## src/rtl/lsf_rbin_histogram.sv

```systemverilog
// Per-event r-bin hit histogram: counts hits per bin during an event, then
// scans and clears all bins reporting the lowest-index peak and its count.
module lsf_rbin_histogram #(
    parameter int W_bin_number_a = 7,
    parameter int RBINS          = 128,
    parameter int W_COUNT        = 5,
    parameter int MIN_HITS       = 3
) (
    input  logic                      clk,
    input  logic                      rst_n,
    input  logic [W_bin_number_a-1:0] r_bin,
    input  logic                      r_bin_vld,
    input  logic                      evt_end,
    output logic                      busy,
    output logic                      hit_dropped,
    output logic [W_bin_number_a-1:0] max_bin,
    output logic [W_COUNT-1:0]        max_count,
    output logic                      seg_cand,
    output logic                      max_vld
);
    localparam int                 W_IDX = (RBINS > 1) ? $clog2(RBINS) : 1;
    localparam logic [W_COUNT-1:0] SAT   = '1;
    localparam logic [W_COUNT:0]   MIN_W = (W_COUNT+1)'(MIN_HITS);
    localparam logic [W_IDX-1:0]   LAST  = W_IDX'(RBINS-1);

    typedef enum logic {ACCUM, SCAN} state_t;

    state_t                    state, state_nxt;
    logic [W_COUNT-1:0]        cnt [RBINS];
    logic [W_IDX-1:0]          scan_idx;
    logic [W_bin_number_a-1:0] run_bin, cand_bin;
    logic [W_COUNT-1:0]        run_cnt, cand_cnt, cur_cnt;
    logic                      in_range, hit_ok, scan_last;

    // When the bin space is fully populated every index is legal.
    generate
        if (RBINS >= 2**W_bin_number_a) begin : g_full
            assign in_range = 1'b1;
        end else begin : g_part
            assign in_range = ({1'b0, r_bin} < (W_bin_number_a+1)'(RBINS));
        end
    endgenerate

    assign busy      = (state == SCAN);
    assign hit_ok    = (state == ACCUM) && r_bin_vld && in_range;
    assign cur_cnt   = cnt[scan_idx];
    assign scan_last = (scan_idx == LAST);

    always_comb begin
        state_nxt = state;
        cand_bin  = run_bin;
        cand_cnt  = run_cnt;
        case (state)
            ACCUM:   if (evt_end) state_nxt = SCAN;
            SCAN:    if (scan_last) state_nxt = ACCUM;
            default: state_nxt = ACCUM;
        endcase
        // Strict compare keeps the lowest index on ties.
        if (cur_cnt > run_cnt) begin
            cand_bin = W_bin_number_a'(scan_idx);
            cand_cnt = cur_cnt;
        end
    end

    always_ff @(posedge clk or negedge rst_n) begin
        if (!rst_n) begin
            for (int b = 0; b < RBINS; b++) cnt[b] <= '0;
        end else begin
            for (int b = 0; b < RBINS; b++) begin
                if (state == SCAN && scan_idx == W_IDX'(b))
                    cnt[b] <= '0;
                else if (hit_ok && r_bin == W_bin_number_a'(b) && cnt[b] != SAT)
                    cnt[b] <= cnt[b] + 1'b1;
            end
        end
    end

    always_ff @(posedge clk or negedge rst_n) begin
        if (!rst_n) begin
            state       <= ACCUM;
            scan_idx    <= '0;
            run_bin     <= '0;
            run_cnt     <= '0;
            hit_dropped <= 1'b0;
            max_vld     <= 1'b0;
            max_bin     <= '0;
            max_count   <= '0;
            seg_cand    <= 1'b0;
        end else begin
            state       <= state_nxt;
            hit_dropped <= r_bin_vld && (state == SCAN || !in_range);
            max_vld     <= (state == SCAN) && scan_last;
            if (state == SCAN) begin
                scan_idx <= scan_last ? '0 : scan_idx + 1'b1;
                run_bin  <= cand_bin;
                run_cnt  <= cand_cnt;
                if (scan_last) begin
                    max_bin   <= cand_bin;
                    max_count <= cand_cnt;
                    seg_cand  <= ({1'b0, cand_cnt} >= MIN_W);
                end
            end else begin
                scan_idx <= '0;
                run_bin  <= '0;
                run_cnt  <= '0;
            end
        end
    end

endmodule
```

## config.mk

```make
export PLATFORM = sky130hd
export DESIGN_NAME = lsf_rbin_histogram
export DESIGN_NICKNAME = d
export VERILOG_FILES = /design/src/rtl/lsf_rbin_histogram.sv
export SDC_FILE = /design/constraint.sdc
export NUM_CORES = 2
export LEC_CHECK = 0
export ABC_AREA = 0
export CORE_ASPECT_RATIO = 1.4
export CORE_MARGIN = 3
export CORE_UTILIZATION = 40
export CTS_CLUSTER_SIZE = 14
export DETAILED_ROUTE_END_ITERATION = 6
export SLEW_MARGIN = 10
export SYNTH_ARGS = -nofsm -noshare
export SYNTH_HDL_FRONTEND = slang
export SYNTH_SLANG_ARGS = --single-unit
```

## constraint.sdc

```tcl
create_clock -name clk -period 5.7 [get_ports clk]
set_input_delay 1.14 -clock clk [delete_from_list [all_inputs] [get_ports clk]]
set_output_delay 1.14 -clock clk [all_outputs]
set_load 0.005 [all_outputs]
```

After elaboration in Yosys (flattened, before gate mapping) --
Cells that the tools add are included.
Cells by class: equal/unequal tests 382, add/sub/neg operators 129, bitwise operators 2, magnitude comparators 3, reduce and logical (&&, ||, !) cells 517, mux-type cells 268
Operators by type and width (number):
- two-way mux 5 bit | 260
- == test 7 bit (second input constant) | 128
- adder 5 x 1 -> 5 bit (second input constant) | 128
- != test 5 bit (second input constant) | 128
- == test 7 x 6 -> 1 bit (second input constant) | 64
- logical AND 1 bit | 386
- nonzero test 2 bit | 128
- == test 7 x 5 -> 1 bit (second input constant) | 32
- == test 7 x 4 -> 1 bit (second input constant) | 16
- == test 7 x 3 -> 1 bit (second input constant) | 8
- binary-select mux 5 bit (select 7 bit) | 1
- == test 7 x 2 -> 1 bit (second input constant) | 4
- two-way mux 7 bit | 4
- == test 7 x 1 -> 1 bit (second input constant) | 2
- zero test 7 bit | 2
- >= comparator 8 bit (second input constant) | 1
- NOT 7 -> 8 bit | 1
- adder 7 x 1 -> 7 bit (second input constant) | 1
- >= comparator 5 x 2 -> 1 bit (second input constant) | 1
- > comparator 5 bit | 1
- two-way mux 1 bit | 2
- one-hot mux 1 bit (2 select lines) | 1
- AND reduction 2 bit | 1
- NOT 1 bit | 1
Word-level totals: logic and storage cells 1438, bits in registers 675, output and inout bits 16, input port bits 11

Depth between registers and ports, before layout --
depth after elaboration 7, mapped depth 22, depth with buffers taken out 14

Worst setup path after synthesis --
Ideal clock, no wire load.
path type reg2reg, start register scan_idx[0], end register seg_cand, arrival 4.099 ns, period minus slack after synthesis 4.221 ns, data required time 5.579 ns, buffers on the path 5, stages on the path, launching flop included 19, library setup time 0.121 ns, setup slack 1.479 ns, cells stage by stage dfrtp_1 buf_6 buf_12 buf_12 buf_12 mux4_2 mux4_2 o2111ai_2 nand4_2 ha_1 nor2b_1 o21ai_0 nand2b_1 a221oi_1 a41o_1 buf_4 mux2_2 nand2b_1 o22a_1
Between the ends: word-level cells in the longest chain between the ends 7, elaborated cells on any way between the ends 9, classes of those cells order compare (2); eq/ne (1); mux (4); bitwise (1); reduce/logical (1)
Ends and longest elaborated chain:
- start, declared | line 30 | logic [W_IDX-1:0] scan_idx;
- start signal, assigned | line 94 | scan_idx <= scan_last ? '0 : scan_idx + 1'b1;
- NOT 7 -> 8 bit (implied by the code) | line 46 | assign cur_cnt = cnt[scan_idx];
- binary-select mux 5 bit (select 7 bit) | line 46
- two-way mux 5 bit (implied by the code) (2 in a row) | line 46
- > comparator 5 bit | line 59 | if (cur_cnt > run_cnt) begin
- two-way mux 5 bit | line 59
- >= comparator 5 x 2 -> 1 bit | line 100 | seg_cand <= ({1'b0, cand_cnt} >= MIN_W);
- end signal, assigned | line 100
- end, declared | line 18 | output logic seg_cand,
Parallel ways exist; a longest one is shown, timed or not. The select of a mux whose other input is x is not followed. A chain may end at the register's enable or synchronous reset.

Worst setup path in the final report --
Ends and elaborated chain as after synthesis.

==> results by group <==
STA
  – Final Hold Fails: 0
  – Slew Limit Fails: 0
  – Setup TNS Final: 0 ns
  – Max_slew headroom: approximately 22%
  – Setup violators final: 0
  – RSZ-0062 raised after global routing: no
  – Final setup skew: between 0.03 and 0.04 ns
  – Fmax: ~190 MHz
  – Final min period: around 5.2 ns
  – Worst-Margin Slew: approximately 1.2 ns
  – Tcrit/Tclk final: between 90 and 100%

Clock network
  – Clk root buf: clkbuf_16
  – CTS Hold Buffers Added: 0
  – Worst-path clk slew: approximately 0.06 ns
  – H-tree depth reported by CTS: 3
  – Postcts setup bufs: 0
  – Max clock buf depth: 3
  – Total CTS buffers: 70
  – CTS sink count: 675
  – CTS tree: built
  – Post-cts resize count: 0
  – Latest clock arrival within the worst-skew pair: 0.64 ns

Power and ir drop
  – Net Sw Frac: 21.8%
  – Total Power: between 10000 and 15000 uW
  – P_int: about 7800 uW
  – Clk pwr share: 50.5%
  – Logic pwr share: approximately 1.6%
  – P_sw: roughly 2200 uW
  – Power density cells: ~240 nW/um2
  – Sequential power share: between 40 and 50%
  – Lkg Pwr: 0.0207 uW
  – Maximum VDD drop: 0.000179 V

Worst setup path
  – CP Launch Type: flop
  – Max stage delay on crit path: about 0.84 ns
  – Worst path slowest cell: dfrtp_4
  – Crit path kind: reg -> reg
  – Critical-path cell list: buf_12, buf_12, mux4_2, mux2i_1, a22oi_1, nand4_1, nand4_2, ha_1, nor2b_1, o21ai_0, nand2b_1, a221oi_1, a41o_1, mux2_2, nand2b_1, o22a_1
  – Crit. path cell count: 16
  – Crit-path max FO: 33
  – Crit end category: flop
  – CP arrival: ~5.8 ns
  – Required @ worst endpoint: between 6 and 7 ns
  – Buf/Inv on CP: 2
  – Worst path top cell family by delay: multiplexers
  – Worst reg-to-reg path cell count: 16

Final layout
  – Proportion of layout cells with a drive suffix above 1: around a tenth
  – Design area: approximately 43000 um2
  – Area Overhead vs Synth: 11.7%
  – Nets: slightly below 4000
  – Antenna diodes: 0

Floorplan
  – IO Count: 27
  – Die area: between 90000 and 100000 um2
  – Starting Density: between 40% and 50%
  – Core Area: around 94000 um2
  – Die height: around 370 um
  – Die Span X: approximately 270 um
  – Cell Rows: 133

Logic synthesis
  – Synth cell count leaders: nor2_1 (808), dfrtp_1 (675), mux2i_1 (294), ha_1 (265), xor2_1 (256)
  – Mapped Avg Cell Area: 10.9 um2
  – Register area share after synthesis: roughly 44%
  – Number of synthesized register bits: roughly 680
  – Post-Syn Nets: around 3800
  – Synthesized instance count: 3505
  – Most instantiated library cell after synthesis: nor2_1
  – FFs w/ async S/R, synth: 100%
  – Synth cell types: 59
  – Yosys top cell area share: between 40% and 50%
  – Synth Cell Area: ~38000 um2
  – Top cells by area, synth: dfrtp_1 (44%), ha_1 (8.7%), nor2_1 (7.9%), mux4_2 (7.8%), mux2i_1 (7.7%)
  – Largest area contributor in the netlist: dfrtp_1
  – Number of flops mapped to enable cells by yosys: 0
  – Dominant synthesized flop cell: dfrtp_1
  – Warnings, synthesis: 0

Placement
  – Final HPWL DP: ~85000 um
  – Final Wtd Congestion: about 0.9
  – Post-DP Area: approximately 40000 um2
  – Buffers on Ports: 26

Detailed routing
  – Routed Antenna Nets: 0
  – Routed WL per cell: 24.2 um
  – TritonRoute pass-1 iters: 5
  – Routed WL: around 120000 um
  – Vias: around 28000
  – DR iter-0 viols: between 2000 and 2500
  – Via-per-instance ratio: approximately 5.7
  – # DRC: 0

Global route
  – Vias in the first global route: 28400
  – Total grt overflow: 0
  – Largest net degree at the start of global routing: approximately 130
  – Initial antenna violation count: 0
  – First-pass GRT wire length: around 180000 um
  – GRT Overall Usage: between 20% and 30%

Run status
  – Status: finished clean

Min path
  – Hold path depth: 2
  – Tightest Hold Check Type: reg -> reg

Flow run
  – MaxCap Viol Count: 0
layout make-up:
type	count	area [um2]
repair buffers	101	978
clock buffers	110	2200
well taps	1215	1520
inverters	16	60.1
multi-input cells	2715	20700
clock inverters	18	309
flip-flops and latches	675	16900
fillers	8741	51700
layer usage:
layer | track usage (%) | vias to the layer above | part of all wire, %
met5 | 0 | - | 0
met4 | 15.0 | 0 | 7.3
met3 | 3.28 | 321 | 5.3
met2 | 40.5 | 818 | 49
met1 | 28.7 | 14100 | 39
li1 | - | 12600 | -
power by group through the flow:
stage	Combinational, uW	Clock (uW)	Sequential [uW]
finish	160	5060	4800
global route	183	5340	4800
CTS	167	5150	4800
detailed placement	166	0	4890
global placement	166	0	4890
floorplan	27.6	0	4890
kinds of logic (layout without fill, tap and decap cells):
| family | count (synthesis) | after routing | synth area share [%] |
|---|---|---|---|
| buffers and inverters | 115 | 245 | 1.63 |
| DFF | 675 | 675 | 44.3 |
| and+or+nand+nor | 1476 | 1476 | 17.1 |
| adders and majority gates | 265 | 265 | 8.69 |
| AOI/OAI and AO/OA | 123 | 123 | 2.20 |
| muxes | 464 | 464 | 17.2 |
| xor gates and xnor gates | 387 | 387 | 8.88 |
layout by cell type, fill, tap and decap left out, types with 6 or more instances in the layout:
cell type,Yosys,final
a21oi_1,22,22
a22oi_1,27,27
and3_1,131,131
buf_12,3,12
buf_4,18,63
bufinv_16,0,8
clkbuf_1,53,15
clkbuf_16,0,74
clkbuf_8,0,21
clkdlybuf4s50_1,0,25
clkinv_2,0,7
dfrtp_1,675,672
ha_1,265,265
inv_1,13,13
mux2_2,22,22
mux2i_1,294,294
mux4_1,14,14
mux4_2,133,133
nand2_1,197,197
nand2b_1,6,6
nand3_1,26,26
nand4_1,138,138
nor2_1,808,807
nor2b_1,16,15
nor3_1,132,132
o21ai_0,22,22
o22ai_1,14,14
xnor2_1,131,131
xor2_1,256,256
path summary, 6_finish.rpt:
| check | slack, ns | to | from |
|---|---|---|---|
| setup reg to reg | 0.45 | seg_cand$_DFFE_PN0P_ | scan_idx[0]$_DFF_PN0_ |
| hold / removal | 0.48 | max_bin[4]$_DFFE_PN0P_ | max_bin[4]$_DFFE_PN0P_ |
| max in group asynchronous | 3.93 | scan_idx[0]$_DFF_PN0_ | rst_n |
| setup / recovery | 0.45 | seg_cand$_DFFE_PN0P_ | scan_idx[0]$_DFF_PN0_ |
| hold reg to reg | 0.48 | max_bin[4]$_DFFE_PN0P_ | max_bin[4]$_DFFE_PN0P_ |
| min in group asynchronous | 0.51 | cnt[26]$_DFFE_PN0P_ | rst_n |
worst min-delay path, delay by kind of cell (launching register included):
family	cells	cell delay (ns)
flip-flops	1	0.34
AO/OA/AOI/OAI	1	0.06
AND/OR/NAND/NOR	1	0.05
stage by stage:
step,utilization [%],cells,worst slack [ns],hold slack (ns)
finish,45.2,4850,0.451,0.476
global route,45.2,4850,0.195,0.528
CTS,45.2,4850,0.505,0.484
detailed placement,42.5,4722,0.500,0.471
global placement,42.5,4722,0.570,0.467
floorplan,-,3505,1.48,0.467
registers in the layout, indices dropped and copies added, names as in the netlist:
name / cells
cnt: 640
max_bin: 7
run_bin: 7
scan_idx: 7
max_count: 5
run_cnt: 5
busy: 1
hit_dropped: 1
max_vld: 1
seg_cand: 1
(Power assumes the default switching activity.)
